File: src/rtl/mux_scan_pkg.sv
// Shared defaults and FSM state type for the mux scan sequencer.
package mux_scan_pkg;

    localparam int unsigned N_SEL_DEF = 4;
    localparam int unsigned N_CH_DEF  = 2 ** N_SEL_DEF;
    localparam int unsigned CNT_W     = 4;

    typedef enum logic [1:0] {
        ST_IDLE = 2'd0,
        ST_SCAN = 2'd1,
        ST_DONE = 2'd2
    } state_t;

endpackage

File: src/rtl/mux_next_ch.sv
// Priority finder: lowest set mask bit strictly above cur, or the lowest
// set bit overall when from_lowest is high (the "below 0" seed).
module mux_next_ch #(
    parameter  int unsigned N_SEL = 4,
    localparam int unsigned N_CH  = 2 ** N_SEL
) (
    input  logic [N_CH-1:0]  mask_q,
    input  logic [N_SEL-1:0] cur,
    input  logic             from_lowest,
    output logic [N_SEL-1:0] next_sel,
    output logic             found
);

    // Ascending search; the first qualifying bit wins.
    always_comb begin
        next_sel = '0;
        found    = 1'b0;
        for (int unsigned i = 0; i < N_CH; i++) begin
            if (!found && mask_q[i] && (from_lowest || (i > int'(cur)))) begin
                found    = 1'b1;
                next_sel = N_SEL'(i);
            end
        end
    end

endmodule

File: src/rtl/mux_scan_ctrl.sv
// Scan sequencer for a 2**N_SEL:1 mux: steps sel over enabled channels,
// holds each for SETTLE cycles, samples mux_y into a per-channel result.
module mux_scan_ctrl
    import mux_scan_pkg::*;
#(
    parameter  int unsigned N_SEL  = N_SEL_DEF,
    parameter  int unsigned SETTLE = 2,
    localparam int unsigned N_CH   = 2 ** N_SEL
) (
    input  logic             clk,
    input  logic             rst,
    input  logic             start,
    input  logic [N_CH-1:0]  mask,
    input  logic             mux_y,
    output logic [N_SEL-1:0] sel,
    output logic             busy,
    output logic             done,
    output logic [N_CH-1:0]  result
);

    localparam logic [CNT_W-1:0] LAST = CNT_W'(SETTLE - 1);

    state_t           state, state_nxt;
    logic [N_SEL-1:0] sel_nxt;
    logic [CNT_W-1:0] settle_cnt, cnt_nxt;
    logic [N_CH-1:0]  mask_q, mask_nxt;
    logic [N_CH-1:0]  work, work_nxt;
    logic [N_CH-1:0]  res_nxt;
    logic             done_nxt;

    logic [N_CH-1:0]  find_mask;
    logic             find_lowest;
    logic [N_SEL-1:0] next_sel;
    logic             found;

    // In IDLE the raw mask is searched from the bottom, since mask_q is
    // only written on the same edge that loads the first channel.
    assign find_mask   = (state == ST_IDLE) ? mask : mask_q;
    assign find_lowest = (state == ST_IDLE);

    mux_next_ch #(
        .N_SEL (N_SEL)
    ) u_next (
        .mask_q      (find_mask),
        .cur         (sel),
        .from_lowest (find_lowest),
        .next_sel    (next_sel),
        .found       (found)
    );

    assign busy = (state == ST_SCAN);

    // Next-state and datapath update. result and done are loaded on the
    // edge entering DONE so both are visible during the DONE cycle itself.
    always_comb begin
        state_nxt = state;
        sel_nxt   = sel;
        cnt_nxt   = settle_cnt;
        mask_nxt  = mask_q;
        work_nxt  = work;
        res_nxt   = result;
        done_nxt  = 1'b0;
        case (state)
            ST_IDLE: begin
                if (start) begin
                    mask_nxt = mask;
                    work_nxt = '0;
                    cnt_nxt  = '0;
                    if (found) begin
                        sel_nxt   = next_sel;
                        state_nxt = ST_SCAN;
                    end else begin
                        res_nxt   = '0;
                        done_nxt  = 1'b1;
                        state_nxt = ST_DONE;
                    end
                end
            end
            ST_SCAN: begin
                if (settle_cnt == LAST) begin
                    work_nxt[sel] = mux_y;
                    if (found) begin
                        sel_nxt = next_sel;
                        cnt_nxt = '0;
                    end else begin
                        res_nxt   = work_nxt;
                        done_nxt  = 1'b1;
                        state_nxt = ST_DONE;
                    end
                end else begin
                    cnt_nxt = settle_cnt + CNT_W'(1);
                end
            end
            ST_DONE: begin
                state_nxt = ST_IDLE;
            end
            default: begin
                state_nxt = ST_IDLE;
            end
        endcase
    end

    // State and datapath registers with synchronous reset.
    always_ff @(posedge clk) begin
        if (rst) begin
            state      <= ST_IDLE;
            sel        <= '0;
            settle_cnt <= '0;
            mask_q     <= '0;
            work       <= '0;
            result     <= '0;
            done       <= 1'b0;
        end else begin
            state      <= state_nxt;
            sel        <= sel_nxt;
            settle_cnt <= cnt_nxt;
            mask_q     <= mask_nxt;
            work       <= work_nxt;
            result     <= res_nxt;
            done       <= done_nxt;
        end
    end

endmodule
File: config.mk
export PLATFORM = sky130hd
export DESIGN_NAME = mux_scan_ctrl
export DESIGN_NICKNAME = d
export VERILOG_FILES = /design/src/rtl/mux_scan_pkg.sv /design/src/rtl/mux_next_ch.sv /design/src/rtl/mux_scan_ctrl.sv
export SDC_FILE = /design/constraint.sdc
export NUM_CORES = 1
export LEC_CHECK = 0
export ABC_AREA = 1
export ABC_CLOCK_PERIOD_IN_PS = 6700
export CAP_MARGIN = 20
export CORE_ASPECT_RATIO = 1.75
export CORE_UTILIZATION = 58
export DETAILED_ROUTE_END_ITERATION = 7
export PLACE_DENSITY = 0.88
export SKIP_LAST_GASP = 1
export SLEW_MARGIN = 20
export SYNTH_ARGS = -nofsm -noshare
export SYNTH_HDL_FRONTEND = slang
export SYNTH_SLANG_ARGS = --single-unit
File: constraint.sdc
create_clock -name clk -period 6.7 [get_ports clk]
set_input_delay 1.34 -clock clk [delete_from_list [all_inputs] [get_ports clk]]
set_output_delay 1.34 -clock clk [all_outputs]
set_load 0.005 [all_outputs]
==> summary.md <==
| Metric | Value |
|---|---|
| Maximum vdd drop | `175 µV` |
| CTS H-tree depth | `3` |
| Crit path kind | `primary input to register` |
| Post-Syn Nets | `497` |
| CP required | `6.91 ns` |
| Syn avg cell area | `about 6.7 µm²` |
| Critical path arrival | `4.42 ns` |
| Critical path's largest stage delay | `around 0.64 ns` |
| Commonest cells after routing, fill and taps aside | `106 x nand2_1, 99 x nor2_1, 58 x dfxtp_1, 43 x inv_1, 43 x o21ai_0` |
| Worst setup startpoint | `start` |
| RR Startpoint | `state[1]` |
| Setup slack, reg-to-reg | `3.25 ns` |
| Placer Congestion | `between 0.9 and 1` |
| Vias in the first global route | `3037` |
| Antenna Nets Post-Route | `0` |
| DRC viols | `0` |
| Worst path cell trace | `clkdlybuf4s50_1 -> nand2_1 -> inv_1 -> nor2_2 -> clkinv_1 -> nand3_2 -> nand2_1 -> nand2_1 -> nor2_1` |
| R2R Path End | `result[3]` |
| R2R cell count | `10` |
| Final net count | `between 500 and 600` |
| Max Slew Vio Count | `0` |
| Multi-input logic area | `between 1500 and 2000 µm²` |
| CTS tree | `done` |
| Fill count | `436` |
| Hold_ws | `0.458 ns` |
| Share of layout cells above drive strength 1 | `about a tenth` |
| Asr flop ratio synth | `0%` |
| Routed vias/inst | `5.53` |
| Status | `completed` |
| Worst Hold Class | `register to register` |
| Die X | `roughly 58 µm` |
| RSZ-0062 raised after global routing | `false` |
| DRT Wirelength | `between 8000 and 9000 µm` |
| Global-route wire length before repair | `13300 µm` |
| Crit. End Element | `register` |
| Seq cells post-synth | `58` |
| F_max | `between 200 and 250 MHz` |
| Vias | `3272` |
| Setup TNS | `0 ns` |
| Cells after Synth | `approximately 480` |
| Layout area overhead | `21.7%` |
| Final setup viols | `0` |
| Per-cell routed wire length | `approximately 14 µm` |
| GRT overflow | `0` |
| Cts hold-fix bufs | `0` |
| # Max-Cap Violations | `0` |
| Clk buf depth | `2` |
| Final Hold Vio Count | `0` |
| Full die area | `5820 µm²` |
| Worst-Skew Late Latency | `~0.35 ns` |
| Max FO, Critical Path | `27` |
| Antenna Cells | `0` |
| Period minus WS final | `4.21 ns` |
| Gr usage total | `29.7%` |
| Leak | `1.63 nW` |
| Ports | `42` |
| Tcrit/Tclk final | `62.9%` |
| Initial Util | `60.3%` |
| Post-DP HPWL | `5820 µm` |
| Register area share after synthesis | `36.3%` |
| Crit path launch type | `primary input` |
| Power density cells | `approximately 260 nW/µm²` |
| Number of synthesized flops with an enable pin | `0` |
| Die height | `100 µm` |
| Most common cell after layout, fill and taps aside | `nand2_1` |
| Core Area | `5300 µm²` |
| Std-Cell Rows | `35` |
| Resize count post-CTS | `0` |
| Actual slew at the worst max-slew pin | `0.709 ns` |
| Tot Pwr | `0.991 mW` |
| DRT Pass-1 Iters | `4` |
| Cell area after synthesis | `3190 µm²` |
| Initial antenna violation count | `0` |
| Worst slew margin relative to its limit | `52.5%` |
| Detailed Route Iter0 Violations | `130` |
| Sink Count | `between 50 and 60` |
| Buffers on Ports | `41` |
| Largest net degree at the start of global routing | `46` |
| Worst-case clock skew | `0.00666 ns` |
| Clock Pin Slew Worst Setup and Hold Paths | `0.07 ns` |
| Post-CTS Setup Inserts | `0` |
| Num CTS Buffers | `9` |
| Root buf cell | `clkbuf_8` |
| Synth unique cells | `41` |
| Top FF cell, synth | `dfxtp_1` |
| Syn. warnings | `0` |
| Slowest CP cell | `clkinv_1` |
| FF/Latch Area | `roughly 1200 µm²` |
| Most used cell, CP | `nand2_1` |
| Util after Layout | `73.4%` |
| Crit path to | `result[3]` |
==> worst min-delay path by stage <==
stage	start	endpoint	depth (start not counted)
floorplan	work[4]	work[4]	2
global placement	mask_q[2]	mask_q[2]	2
global route	result[4]	result[4]	2
finish	result[11]	result[11]	2
detailed placement	result[9]	result[9]	2
CTS	mask_q[7]	mask_q[7]	2
==> metal layers <==
metal  share of wire (%)  vias to the layer above  global-route usage, %
met4                 4.5                        0                   18.5
met5                   0                        -                      0
met1                  38                     1499                   31.2
met3                 5.2                       38                   7.47
met2                  52                      123                   51.5
li1                    -                     1612                      -
==> power breakdown <==
part           leakage (nW)  internal, mW  switching (mW)  total, mW
clock network         0.123         0.268           0.143      0.410
logic                  1.04        0.0666           0.129      0.195
registers             0.475         0.368          0.0176      0.386
total                  1.63         0.702           0.289      0.991
==> worst max-delay path: cells and delay by family <==
family | cells | cell delay (ns)
buf+inv | 3 | 1.47
simple gates | 6 | 1.59
==> stage by stage <==
stage	instances	worst slack [ns]	area, µm²
floorplan	475	3.69	3190
global placement	576	2.24	3630
detailed placement	576	2.11	3630
CTS	592	2.48	3890
global route	592	2.14	3890
finish	592	2.49	3890
==> cells in the mapped netlist (3+ instances only) <==
cell | count | area [µm²]
nand2_1 | 106 | 398
nor2_1 | 99 | 372
dfxtp_1 | 58 | 1160
inv_1 | 44 | 165
o21ai_0 | 43 | 215
a21oi_1 | 22 | 110
nand3_1 | 14 | 70.1
clkbuf_1 | 11 | 41.3
a211oi_1 | 10 | 75.1
a21oi_2 | 6 | 52.6
nor2_4 | 5 | 56.3
o21ai_1 | 5 | 25.0
inv_2 | 4 | 15.0
nor2_2 | 4 | 25.0
o211ai_1 | 4 | 30.0
a31oi_1 | 3 | 18.8
nand2_2 | 3 | 18.8
==> kinds of logic after synthesis <==
logic type / synth area share (%)
XOR/XNOR: 0.274
buffers and inverters: 8.19
flip-flops: 36.3
AO/OA/AOI/OAI: 18.8
multiplexers: 0.627
adder cells (fa/ha/maj): 0.783
AND/OR/NAND/NOR: 34.9
==> registers in the layout (all words and copies together), names as in the netlist <==
register	count
mask_q	15
settle_cnt	4
sel	4
work	16
done	1
state	2
result	16
==> area by class of cell <==
cell class | count | area share (%)
Multi-Input combinational cell | 352 | 45.6
Sequential cell | 58 | 29.9
Timing Repair Buffer | 43 | 10.9
Inverter | 49 | 4.73
Clock buffer | 12 | 3.99
Clock inverter | 4 | 2.51
Tap cell | 74 | 2.38
(Power assumes the default switching activity.)
